**config.mk**
```make
export PLATFORM = sky130hd
export DESIGN_NAME = clk_period_meter_flat
export DESIGN_NICKNAME = d
export VERILOG_FILES = /design/src/rtl/clk_period_meter_if.sv /design/src/rtl/clk_period_meter.sv /design/src/flat_wrapper.sv
export SDC_FILE = /design/constraint.sdc
export NUM_CORES = 1
export LEC_CHECK = 0
export CAP_MARGIN = 20
export CORE_ASPECT_RATIO = 1.75
export CORE_UTILIZATION = 25
export CTS_BUF_LIST = sky130_fd_sc_hd__clkbuf_8
export DETAILED_ROUTE_END_ITERATION = 8
export MAX_ROUTING_LAYER = met4
export PLACE_DENSITY = 0.48
export SKIP_CTS_REPAIR_TIMING = 1
export SYNTH_ARGS = -nofsm -noshare
export SYNTH_HDL_FRONTEND = slang
export SYNTH_SLANG_ARGS = --single-unit
```
**constraint.sdc**
```tcl
create_clock -name clk -period 2.6 [get_ports clk]
set_clock_uncertainty 0.05 [all_clocks]
set_input_delay 0.52 -clock clk [delete_from_list [all_inputs] [get_ports clk]]
set_output_delay 0.52 -clock clk [all_outputs]
set_load 0.02 [all_outputs]
```
**src/rtl/clk_period_meter_if.sv**
```systemverilog
// rtl/clk_period_meter_if.sv - control and result signals of the clock period meter
interface clk_period_meter_if #(
    parameter int CNT_W = 25
);
    logic             enable;
    logic             sig_in;
    logic [CNT_W-1:0] period;
    logic [CNT_W-1:0] high_time;
    logic             valid;
    logic             timeout;

    modport master (
        output enable,
        output sig_in,
        input  period,
        input  high_time,
        input  valid,
        input  timeout
    );

    modport slave (
        input  enable,
        input  sig_in,
        output period,
        output high_time,
        output valid,
        output timeout
    );
endinterface

```
**src/rtl/clk_period_meter.sv**
```systemverilog
// rtl/clk_period_meter.sv - measures period and high time of a slow asynchronous square wave
module clk_period_meter #(
    parameter int CNT_W       = 25,
    parameter int TIMEOUT_CYC = 20_000_000
) (
    input logic            clk,
    input logic            reset,
    clk_period_meter_if.slave bus
);
    localparam logic [CNT_W-1:0] TIMEOUT_VAL = CNT_W'(TIMEOUT_CYC);
    localparam logic [CNT_W-1:0] ONE         = CNT_W'(1);

    typedef enum logic [1:0] {
        IDLE,
        ARM,
        MEASURE
    } state_t;

    state_t           state;
    logic             s1, s2, s3;
    logic             rise;
    logic [CNT_W-1:0] cnt;
    logic [CNT_W-1:0] hcnt;
    logic [CNT_W-1:0] period_q;
    logic [CNT_W-1:0] high_time_q;
    logic             valid_q;
    logic             timeout_q;

    // s1/s2 resolve metastability; s3 only delays s2 for edge detection
    always_ff @(posedge clk) begin
        if (reset) begin
            s1 <= 1'b0;
            s2 <= 1'b0;
            s3 <= 1'b0;
        end else begin
            s1 <= bus.sig_in;
            s2 <= s1;
            s3 <= s2;
        end
    end

    assign rise = s2 & ~s3;

    always_ff @(posedge clk) begin
        if (reset) begin
            state       <= IDLE;
            cnt         <= '0;
            hcnt        <= '0;
            period_q    <= '0;
            high_time_q <= '0;
            valid_q     <= 1'b0;
            timeout_q   <= 1'b0;
        end else begin
            valid_q <= 1'b0;
            if (!bus.enable) begin
                state <= IDLE;
                cnt   <= '0;
                hcnt  <= '0;
            end else begin
                case (state)
                    IDLE: begin
                        cnt   <= '0;
                        hcnt  <= '0;
                        state <= ARM;
                    end
                    ARM: begin
                        if (rise) begin
                            cnt   <= ONE;
                            hcnt  <= ONE;
                            state <= MEASURE;
                        end
                    end
                    MEASURE: begin
                        // a rise closes the window even when cnt has just hit the limit
                        if (rise) begin
                            period_q    <= cnt;
                            high_time_q <= hcnt;
                            valid_q     <= 1'b1;
                            timeout_q   <= 1'b0;
                            cnt         <= ONE;
                            hcnt        <= ONE;
                        end else if (cnt == TIMEOUT_VAL) begin
                            timeout_q <= 1'b1;
                            cnt       <= '0;
                            hcnt      <= '0;
                            state     <= ARM;
                        end else begin
                            cnt  <= cnt + ONE;
                            hcnt <= hcnt + CNT_W'(s2);
                        end
                    end
                    default: begin
                        state <= IDLE;
                        cnt   <= '0;
                        hcnt  <= '0;
                    end
                endcase
            end
        end
    end

    assign bus.period    = period_q;
    assign bus.high_time = high_time_q;
    assign bus.valid     = valid_q;
    assign bus.timeout   = timeout_q;
endmodule

```
**src/flat_wrapper.sv**
```systemverilog
// flat-port wrapper written by rule: the top's interface ports become plain ports
module clk_period_meter_flat 
#(
    parameter int CNT_W       = 25,
    parameter int TIMEOUT_CYC = 20_000_000
)
  (clk, reset, bus_enable, bus_sig_in, bus_period, bus_high_time, bus_valid, bus_timeout);
  clk_period_meter_if #(.CNT_W(CNT_W)) bus_i ();
  input logic clk;
  input logic reset;
  input wire logic [$bits(bus_i.enable)-1:0] bus_enable;
  input wire logic [$bits(bus_i.sig_in)-1:0] bus_sig_in;
  output wire logic [$bits(bus_i.period)-1:0] bus_period;
  output wire logic [$bits(bus_i.high_time)-1:0] bus_high_time;
  output wire logic [$bits(bus_i.valid)-1:0] bus_valid;
  output wire logic [$bits(bus_i.timeout)-1:0] bus_timeout;
  assign bus_i.enable = bus_enable;
  assign bus_i.sig_in = bus_sig_in;
  assign bus_period = bus_i.period;
  assign bus_high_time = bus_i.high_time;
  assign bus_valid = bus_i.valid;
  assign bus_timeout = bus_i.timeout;
  clk_period_meter #(.CNT_W(CNT_W), .TIMEOUT_CYC(TIMEOUT_CYC)) u_core (.clk(clk), .reset(reset), .bus(bus_i));
endmodule
```
==> results of run 1 <==
[cells by family (layout without fill, tap and decap cells)]
| logic type | after synthesis | count (layout) | share of synthesized area [%] |
|---|---|---|---|
| buffers and inverters | 41 | 96 | 4.39 |
| AO/OA/AOI/OAI | 88 | 88 | 15.9 |
| flip-flops | 107 | 107 | 49.5 |
| AND/OR/NAND/NOR | 163 | 163 | 20.0 |
| XOR/XNOR | 39 | 39 | 7.89 |
| adder cells (fa/ha/maj) | 8 | 8 | 2.31 |
[final cells by class]
type	count	area [sq um]	area share [%]
inverters	12	45.0	0.842
flip-flops and latches	107	2140	40.0
well taps	227	284	5.31
multi-input cells	298	2020	37.7
clock buffers	9	124	2.32
clock inverters	7	77.6	1.45
repair buffers	68	661	12.4
[routing by layer]
layer	vias up	global-route usage (%)
met3	19	2.06
li1	1685	-
met2	71	24.0
met4	0	5.56
met1	1651	14.2
met5	-	-
[layout by cell type, fill, tap and decap left out, drive strengths merged, types with 3 or more instances in the layout]
master and n:
o21ai 7, a211oi 6, a22o 50, and3 6, nor2 52, and4 4, nor4 6, xnor2 22
clkbuf 9, inv 13, nand3 23, clkinv 4, buf 13, xor2 17, ha 8, nand4 14
nor2b 8, dfxtp 107, nor4b 3, a31oi 5, clkdlybuf4s50 55, nor3 7, a21oi 12, nand2 22
[report_power, final]
group	switching, mW	total [mW]	internal [mW]
combinational	0.0489	0.0691	0.0202
clock	0.610	1.06	0.453
sequential	0.00221	1.64	1.64
total	0.661	2.78	2.11
[cells in the mapped netlist (2+ instances only)]
master and n:
sky130_fd_sc_hd__a211o_1 2, sky130_fd_sc_hd__a211oi_1 6, sky130_fd_sc_hd__a21oi_1 11, sky130_fd_sc_hd__a22o_1 49, sky130_fd_sc_hd__a31oi_1 5, sky130_fd_sc_hd__and2_1 2, sky130_fd_sc_hd__and3_1 6, sky130_fd_sc_hd__and4_1 3
sky130_fd_sc_hd__buf_2 4, sky130_fd_sc_hd__buf_6 4, sky130_fd_sc_hd__clkbuf_1 20, sky130_fd_sc_hd__dfxtp_1 107, sky130_fd_sc_hd__ha_1 8, sky130_fd_sc_hd__inv_1 12, sky130_fd_sc_hd__nand2_1 22, sky130_fd_sc_hd__nand3_1 23
sky130_fd_sc_hd__nand3b_1 2, sky130_fd_sc_hd__nand4_1 14, sky130_fd_sc_hd__nand4b_1 2, sky130_fd_sc_hd__nor2_1 51, sky130_fd_sc_hd__nor2b_1 8, sky130_fd_sc_hd__nor3_1 7, sky130_fd_sc_hd__nor3b_1 2, sky130_fd_sc_hd__nor4_1 5
sky130_fd_sc_hd__nor4b_1 3, sky130_fd_sc_hd__nor4bb_1 2, sky130_fd_sc_hd__o21ai_0 6, sky130_fd_sc_hd__o22ai_1 2, sky130_fd_sc_hd__or2_2 2, sky130_fd_sc_hd__xnor2_1 22, sky130_fd_sc_hd__xor2_1 17
[worst max-delay path: stages, from the launching register on]
cell and delay [ns]:
sky130_fd_sc_hd__dfxtp_1 0.37, sky130_fd_sc_hd__inv_1 0.10, sky130_fd_sc_hd__ha_1 0.18, sky130_fd_sc_hd__nor4b_1 0.26
sky130_fd_sc_hd__and4_1 0.42, sky130_fd_sc_hd__a21oi_2 0.10, sky130_fd_sc_hd__buf_4 0.18, sky130_fd_sc_hd__o21ai_4 0.15
sky130_fd_sc_hd__buf_12 0.22, sky130_fd_sc_hd__a21oi_1 0.06
[flip-flops by register name, summed over array words and instances (netlist names)]
register	count
u_core.hcnt	25
u_core.state	2
u_core.bus.timeout	1
u_core.cnt	25
u_core.bus.period	25
u_core.bus.high_time	25
u_core.bus.valid	1
u_core.s2	1
u_core.s1	1
u_core.s3	1
[final timing paths]
check        slack, ns        endpoint  cells past startpoint          start
max               0.39  u_core.cnt[15]                      9  u_core.cnt[0]
min               0.41       u_core.s2                      1      u_core.s1
max reg2reg       0.39  u_core.cnt[15]                      9  u_core.cnt[0]
min reg2reg       0.41       u_core.s2                      1      u_core.s1
==> results.md, run 1 <==
Finish:
- The layout overhead on the synthesized area is 23.6%.
- At the end of the flow the core is filled with cells to 31.6%.
- Counting the fill cells in the layout gives ~1700.
- The post-layout instance count excluding filler cells is 728.
- The post-route netlist has 8.38% of its cells at a drive strength greater than 1.
- After routing the design area is 5350 sq um.
- The final-stage net count is 508.
- The repair_antennas step left the layout with diodes totalling 0.

CTS:
- At the later pin of the worst-skew pair, clock insertion delay measures 0.38 ns.
- The number of levels the H-tree was split into is 3.
- In this run the deepest clock path goes through 2 buffers.
- The clock transition at the registers of the reported paths is 0.11 ns.
- Counting the buffers created by CTS gives 9.
- CTS saw 107 sinks.
- The TritonCTS clock tree is built.
- The clock root buffer is sky130_fd_sc_hd__clkbuf_8.

STA:
- The worst slew margin relative to its limit is between 60% and 70%.
- The setup TNS is 0 ns.
- The max-slew violation count is 0.
- The shortest clock period the worst path allows after layout is 2.21 ns.
- The worst-margin pin slew is 0.503 ns.
- Setup repair after global routing left no endpoint under its margin.
- Setup violations remaining at the end of the flow were counted as 0.
- The count of final hold-check violations is 0.
- The maximum clock frequency is 452 MHz.
- The worst path meets setup with 0.386 ns of slack.
- The worst slack on hold paths is 0.407 ns.
- The final worst-path cycle share is between 80 and 90%.

Yosys:
- The cell count after synthesis is 446.
- Summed over its instances, the top area cell type makes up around half of the synthesized netlist area.
- The proportion of register bits with asynchronous set or reset after synthesis is 0%.
- The number of warning messages in the yosys log is 0.
- The synthesized netlist occupies a cell area of 4330 sq um.
- In this run, synthesis produced a sequential element count of 107.
- After synthesis, flip-flops and latches occupy roughly half of the total area.
- The number of nets in the synthesized netlist is 458.
- The dominant cell type by area after synthesis is sky130_fd_sc_hd__dfxtp_1.
- The count of unique library cells instantiated by Yosys is 48.
- After synthesis, the mean cell area works out to 9.70 sq um.
- In this run, synthesis inferred 0 flip-flops with an integrated enable.
- In the post-synthesis netlist, the biggest area contributors are sky130_fd_sc_hd__dfxtp_1, sky130_fd_sc_hd__a22o_1, sky130_fd_sc_hd__xnor2_1.
- Among all flip-flop cells after synthesis, the most frequent one is sky130_fd_sc_hd__dfxtp_1.

Detailed routing:
- The length of the first detailed-routing pass in iterations is 4.
- Summed over all nets, wire length on met3 after detailed routing comes to between 300 and 400 um.
- The count of antenna-violating nets left after detailed routing is 0.
- In the routed design, unresolved DRC markers number 0.
- The sum of met2 wire segment lengths after detailed routing is 5.97 mm.
- The detailed-route wire length on metal 1 is 4.37 mm.
- The highest layer touched by signal routing is met4.
- The wire length after detailed routing is about 11 mm.
- The first routing iteration left 140 violations.
- The average detailed-routed wire length per instance is 15.0 um.
- After detailed routing, the number of vias per cell comes to 4.71.
- The via count is 3426.

Global route:
- The number of antenna violations at the first check in global routing is 0.
- The total congestion overflow is 0.
- Entering global routing, the biggest net connects 38 pins.
- The number of global-route vias before repair came to 3443.
- The global-route wire length before repair is 17.8 mm.
- The combined global-route utilization of all metal layers is 13.3%.

Status:
- The flow ran to the end, and the final reports show no timing, DRC or antenna violations.

Critical path:
- The kind of start point of the critical path is a flip-flop.
- The class of the most critical setup path is flip-flop to flip-flop.
- The endpoint class of the critical path is a flip-flop.
- At the worst endpoint, the required time is between 2 and 3 ns.
- The arrival time at the worst endpoint is 2.42 ns.
- Of all nets on the critical path, the largest fanout is 36.

Place:
- At the end of routability-driven placement, the weighted congestion stood at 0.793.
- Prior to clock tree synthesis, the placed netlist has a worst setup slack of 0.425 ns.
- The post-detailed-placement cell area is 5150 sq um.
- The half-perimeter wire length after detailed placement is 7.95 mm.
- Buffers placed on the I/O ports in this run total 55.
- After detailed placement, the design holds a cell count of 712.

Floorplan:
- The initial core utilization is about a quarter.
- In this run the horizontal extent of the chip is just over 100 um.
- For this design the top-level I/O count stands at 56.
- Row generation in the floorplan step produced 63 rows.
- The floorplan step defined a core boundary enclosing 16900 sq um.
- The die covers 17900 sq um.
- From bottom edge to top edge, the die measures between 150 and 200 um.

Power and ir drop:
- Power spread over the standard cell area amounts to 519 nW/um^2.
- The total power of the final layout is approximately 2.8 mW.
- The worst vdd rail ir drop is around 210 uV.
- For this design the static power due to leakage is between 1.5 and 2 nW.

Flow run:
- The tool flagged a number of max-cap violations equal to 0.

Hold path:
- The type of the tightest min-delay check is flip-flop to flip-flop.
(Power assumes the default switching activity.)
==> inputs of run 2 (changes only) <==
--- a/config.mk
+++ b/config.mk
@@ -6,7 +6,7 @@
 export NUM_CORES = 1
 export LEC_CHECK = 0
 export CAP_MARGIN = 20
-export CORE_ASPECT_RATIO = 1.75
+export CORE_ASPECT_RATIO = 2
 export CORE_UTILIZATION = 25
 export CTS_BUF_LIST = sky130_fd_sc_hd__clkbuf_8
 export DETAILED_ROUTE_END_ITERATION = 8
==> run 2 against run 1 <==
Against the previous run:
- global-route usage grew 0.74 points
- utilization shrank 0.19 points
- flip-flop and latch count is the same
- setup slack is essentially flat
- power shrank 3.1%
- worst hold slack gained 0.0054 ns
- cell count shrank 2.9%
- highest routed layer unchanged
- clock power shrank 8%
- first-iteration DRC count grew 72%
==> results.md, run 2 (synthesized netlist as in run 1, its figures left out) <==
Floorplan:
- The horizontal die dimension is 95.0 um.
- The initialized floorplan defines 67 standard-cell rows.
- During I/O placement, the number of pins put on the boundary was 56.
- In this run the standard cell core region covers 16800 sq um.
- The floorplan die height is ~190 um.
- The die footprint is 17900 sq um.
- The initial core utilization is 25.7%.

Critical path:
- In this run the critical register-to-register path is captured at u_core.state[0].
- Counting cells, the worst reg-to-reg path comes to 6.
- The worst setup path is captured at a flip-flop.
- The worst register-to-register path begins at u_core.cnt[4].
- The required time at the worst-slack endpoint is 2.87 ns.
- The class of the most critical setup path is flip-flop to flip-flop.
- Traced cell by cell, the critical path runs through or4_4 -> nor4_4 -> buf_4 -> a31oi_1 -> or4_1 -> a21oi_1.
- In this run the worst path has a maximum fanout of 5.
- The arrival time at the worst endpoint is 2.49 ns.
- The library cell contributing the largest single delay on the critical path is sky130_fd_sc_hd__or4_4.
- The worst setup path is launched from a flip-flop.
- The delay of the slowest cell on the worst path is between 0.5 and 0.6 ns.
- The setup slack of the most critical reg-to-reg path is 0.39 ns.

STA:
- The max-slew violation count was 0.
- The worst-margin pin slew is about 0.5 ns.
- The setup violation total in the final timing report is 0.
- The worst slew margin relative to its limit is roughly two thirds.
- Setup repair after global routing left no endpoint under its margin.
- The final worst-path cycle share is 85.1%.
- After layout, the minimum clock period comes to ~2.2 ns.
- In the post-route analysis, the smallest setup slack over all paths is 0.386 ns.
- The maximum clock frequency is approximately 450 MHz.
- The count of final hold-check violations was 0.
- The setup TNS is 0 ns.

CTS:
- After clock tree synthesis, the clock-pin slew on the worst setup and hold paths is 0.11 ns.
- The TritonCTS clock tree is built.
- The clock sink count is 107.
- CTS placed an instance of sky130_fd_sc_hd__clkbuf_8 at the clock tree root.
- The clock tree synthesis step divided the H-tree into 3 levels.
- The clock passes through at most 2 buffers.
- Clock tree synthesis inserted a total of 9 buffers.
- At the later pin of the worst-skew pair, clock insertion delay measures 0.38 ns.

Power and ir drop:
- The power density over the cells is slightly above 500 nW/um^2.
- VDD sags by at most roughly 310 uV.
- The total power of the final layout is 2.69 mW.
- The leakage dissipation is 1.70 nW.

Global route:
- The number of global-route vias before repair came to 3520.
- Summed over all layers, the global routing overflow is 0.
- The global-route wire length before repair is approximately 19 mm.
- For this run, the total global-route usage over all layers was measured as between 10% and 20%.
- The pin count of the biggest net entering global routing is 32.
- The number of antenna violations at the first check in global routing was 0.

Detailed routing:
- After detailed routing, the average wire length per cell comes to 16.2 um.
- The first-iteration detailed-routing DRC count is 241.
- The detailed router placed 3427 vias in this run.
- The wire length after detailed routing is 11.4 mm.
- Once detail routing completed, the nets flagged for antenna violations numbered 0.
- The first detailed-routing pass took 4 iterations.
- The ratio of routed vias to standard cells is 4.85.
- The count of unresolved DRC violations after routing is 0.

Place:
- The number of I/O port buffers is 55.
- Once placement completed, the tool counted placed cells totaling 691.
- Detailed placement ended at an HPWL of about 8.5 mm.
- Routability-driven placement finished with a final weighted congestion of slightly below 0.9.
- At the placement stage, the worst setup path has a slack of 0.378 ns.

Finish:
- The library cells used most frequently in the layout, excluding fill and tap cells, are sky130_fd_sc_hd__dfxtp_1, sky130_fd_sc_hd__clkdlybuf4s50_1, sky130_fd_sc_hd__nor2_1, sky130_fd_sc_hd__a22o_1, sky130_fd_sc_hd__nand3_1.
- The antenna diode count is 0.
- The leading cell type in the layout, fill and taps excluded is sky130_fd_sc_hd__dfxtp_1.
- The net count of the finished layout is 507.
- The layout filler cell count is ~1800.
- In the final layout, the multi-input gates occupy 2020 sq um.
- Cells fill 31.4% of the core in the end.
- The layout overhead on the synthesized area is 22.1%.
- In the final layout, the share of cells above drive strength 1 is under 10%.
- The post-layout instance count excluding filler cells is 707.
- The sequential cell area is 2140 sq um.

Status:
- The flow ran to the end, and the final reports show no timing, DRC or antenna violations.

Flow run:
- The tool flagged a number of max-cap violations equal to 0.

Hold path:
- The type of the tightest min-delay check is flip-flop to flip-flop.
- The worst hold path begins at u_core.s1.
- The hold path depth is 1.
- The capture endpoint of the worst hold path is u_core.s2.
## run 2: cell types whose count changed in the layout (fill, tap and decap cells not counted), sizes merged
| cell | delta |
|---|---|
| clkinv | -2 |
| bufinv | -1 |
| clkinvlp | +1 |
| buf | -1 |
| inv | +1 |
| clkbuf | +1 |
## run 2: where the power goes
group / switching [mW] / internal [mW] / total [mW]
Combinational: 0.0498 / 0.0191 / 0.0689
Sequential: 0.00267 / 1.64 / 1.64
Clock: 0.594 / 0.382 / 0.975
## run 2: final cells by class
type / instances / area share [%]
tap: 207 / 4.90
sequential: 107 / 40.5
multi-input combinational: 298 / 38.1
clock buffer: 10 / 2.60
clock inverter: 6 / 0.876
timing repair buffer: 67 / 12.1
inverter: 12 / 0.852
## run 2: metal layers
| layer | up-vias | share of wire [%] | global-route usage (%) |
|---|---|---|---|
| met4 | 0 | 3.3 | 6.24 |
| met5 | - | 0 | - |
| met2 | 75 | 57 | 26.2 |
| met3 | 19 | 3.3 | 1.91 |
| met1 | 1650 | 36 | 13.9 |
| li1 | 1683 | - | - |
## run 2: worst max-delay path by stage
stage / startpoint / to / slack, ns / cells past startpoint
after floorplan: u_core.cnt[6] / u_core.state[0] / 0.58 / 6
after global placement: u_core.cnt[4] / u_core.state[0] / 0.41 / 6
after detailed placement: u_core.cnt[4] / u_core.state[0] / 0.38 / 6
after CTS: u_core.cnt[4] / u_core.state[0] / 0.37 / 6
after global routing: u_core.cnt[6] / u_core.state[0] / 0.28 / 6
final: u_core.cnt[4] / u_core.state[0] / 0.39 / 6
## run 2: through the flow
stage | hold WS [ns] | area, sq um
detailed placement | 0.395 | 5100
finish | 0.412 | 5290
CTS | 0.419 | 5290
global route | 0.431 | 5290
floorplan | 0.364 | 4330
global placement | 0.380 | 5100
## run 2: worst max-delay path, delay by kind of cell, from the launching register on
family,cells,cell delay [ns]
AND/OR/NAND/NOR,3,1.29
AO/OA/AOI/OAI,2,0.24
buffers and inverters,1,0.20
flip-flops,1,0.38
==> inputs of run 3 (changes only) <==
==> constraint.sdc (replaced) <==
create_clock -name clk -period 2.6 [get_ports clk]
set_clock_uncertainty 0.05 [all_clocks]
set_input_delay 0.78 -clock clk [delete_from_list [all_inputs] [get_ports clk]]
set_output_delay 0.78 -clock clk [all_outputs]
set_load 0.02 [all_outputs]
==> run 3 against run 2 <==
Against the previous run:
- critical path depth shrank 1
- count of clock-buffer cells in the layout fell by 1
- clock power rose by 1%
- sequential share of layout area shrank 0.30 points
- wire length down 0.94%
- critical path type unchanged
- design area increased by 0.73%
- critical endpoint unchanged
==> results.md, run 3 (synthesized netlist as in run 1, its figures left out) <==
Status:
- The run finished with clean final reports.

Critical path:
- The endpoint class of the critical path is a flip-flop.
- STA classifies the critical path startpoint as a flip-flop.
- At the worst endpoint, the required time is approximately 2.9 ns.
- Along the worst path, the maximum fanout reaches 7.
- The critical path is of the flip-flop to flip-flop type.
- Data on the critical path arrives at its endpoint at 2.51 ns.

Global route:
- The pin count of the biggest net entering global routing is 42.
- The global-route wire length before repair is 18.4 mm.
- Global routing used 13.8% of the available tracks.
- The total congestion overflow is 0.
- The number of global-route vias before repair is around 3500.
- The number of antenna violations at the first check in global routing is 0.

STA:
- The count of final hold-check violations is 0.
- Setup violations remaining at the end of the flow were counted as 0.
- The maximum clock frequency is 441 MHz.
- The max-slew violation count was 0.
- Setup repair after global routing left no endpoint under its margin.
- In the final timing run, aggregate negative setup slack is 0 ns.
- The shortest clock period the worst path allows after layout is 2.27 ns.
- The worst-margin pin slew is 0.491 ns.
- The worst-case setup margin in the final layout is 0.334 ns.
- The worst slew margin relative to its limit is 67.2%.
- The final critical path takes up 87.1% of the cycle.

Floorplan:
- The die covers 17900 sq um.
- From bottom edge to top edge, the die measures 188 um.
- 56 I/O pins were placed.
- After floorplanning, the core was divided into 67 placement rows.
- In this run the standard cell core region covers about 17000 sq um.
- The initial core utilization is 25.7%.
- From left edge to right edge, the die measures 95.0 um.

CTS:
- CTS saw about 110 sinks.
- The clock transition at the registers of the reported paths is 0.09 ns.
- The clock buffer count from CTS is 9.
- The clock latency on the worst-skew pair is around 0.37 ns.
- TritonCTS built the clock tree.
- The root buffer cell chosen for the clock tree is sky130_fd_sc_hd__clkbuf_8.
- The deepest clock path buffer count is 2.
- The number of levels the H-tree was split into is 3.

Finish:
- The layout overhead on the synthesized area is 23.0%.
- The sequential cells in the finished layout cover a total of approximately 2100 sq um.
- For this run, the post-layout net count is 509.
- The utilization after layout is a little under a third.
- The layout filler cell count is ~1700.
- The post-route netlist has around 8.2% of its cells at a drive strength greater than 1.
- The library cell used most frequently in the layout, excluding fill and tap cells, is sky130_fd_sc_hd__dfxtp_1.
- The area taken by multi-input logic gates is just over 2000 sq um.
- The antenna diode count is 0.
- Leaving out fill and tap cells, the most frequent cells in the layout are sky130_fd_sc_hd__dfxtp_1, sky130_fd_sc_hd__clkdlybuf4s50_1, sky130_fd_sc_hd__nor2_1, sky130_fd_sc_hd__a22o_1, sky130_fd_sc_hd__nand3_1.

Place:
- The number of I/O port buffers is 55.
- The half-perimeter wire length after detailed placement is around 8.2 mm.
- At the placement stage, the worst setup path has a slack of 0.305 ns.
- The global placement routability congestion is just over 0.8.

Detailed routing:
- The via count is 3391.
- The count of antenna-violating nets left after detailed routing is 0.
- Summed over all layers, the routed wires come to between 10 and 15 mm.
- The length of the first detailed-routing pass in iterations is 4.
- The average detailed-routed wire length per instance is 16.0 um.
- The count of unresolved DRC violations after routing is 0.
- The first-iteration detailed-routing DRC count is 209.
- Using the TritonRoute via totals, the vias-per-cell ratio works out to 4.79.

Power and ir drop:
- The worst vdd rail ir drop is 268 uV.
- In this run the power density over the cells is 508 nW/um^2.
- Overall power consumption after layout is estimated at between 2 and 3 mW.
- Summed over all cells, the static leakage comes to about 1.7 nW.

Flow run:
- The number of violations of the max-capacitance limit is 0.

Hold path:
- The min-delay analysis places its worst path in the category flip-flop to flip-flop.
run 3: cell types whose count changed in the layout (fill, tap and decap cells not counted), sizes merged:
| cell | change |
|---|---|
| buf | +2 |
| inv | -1 |
| clkbuf | -1 |
| bufinv | +1 |
run 3: cell type report:
| class | count | share of cell area (%) |
|---|---|---|
| timing repair buffer | 69 | 12.8 |
| tap | 207 | 4.86 |
| clock inverter | 6 | 1.10 |
| clock buffer | 9 | 2.33 |
| sequential | 107 | 40.2 |
| multi-input combinational | 298 | 37.9 |
| inverter | 12 | 0.846 |
run 3: worst max-delay path, stage by stage (launching register included):
cell                       delay (ns)
sky130_fd_sc_hd__dfxtp_1         0.47
sky130_fd_sc_hd__nor4bb_1        0.41
sky130_fd_sc_hd__and4_1          0.46
sky130_fd_sc_hd__a31oi_1         0.18
sky130_fd_sc_hd__or4_1           0.49
sky130_fd_sc_hd__a21oi_1         0.14
run 3: per-layer routing:
| metal | share of wire, % | vias to the layer above | track usage, % |
|---|---|---|---|
| li1 | - | 1678 | - |
| met1 | 38 | 1647 | 13.8 |
| met2 | 58 | 58 | 26.0 |
| met3 | 2.8 | 8 | 2.43 |
| met4 | 1.3 | 0 | 4.37 |
| met5 | 0 | - | - |
run 3: report_power, final:
group / switching [mW] / internal (mW)
Combinational: 0.0493 / 0.0232
Clock: 0.554 / 0.434
Sequential: 0.00242 / 1.64
run 3: final timing paths:
| check | from | end | slack, ns | depth (start not counted) |
|---|---|---|---|---|
| worst min-delay path | u_core.s1 | u_core.s2 | 0.41 | 1 |
| worst max register to register | u_core.cnt[8] | u_core.state[0] | 0.33 | 5 |
| worst min register to register | u_core.s1 | u_core.s2 | 0.41 | 1 |
| worst max-delay path | u_core.cnt[8] | u_core.state[0] | 0.33 | 5 |
run 3: metrics by stage:
step	cell area (sq um)	std cells	hold slack (ns)
detailed placement	5140	693	0.395
global route	5330	708	0.429
global placement	5140	693	0.375
CTS	5330	708	0.409
floorplan	4330	446	0.364
finish	5330	708	0.408
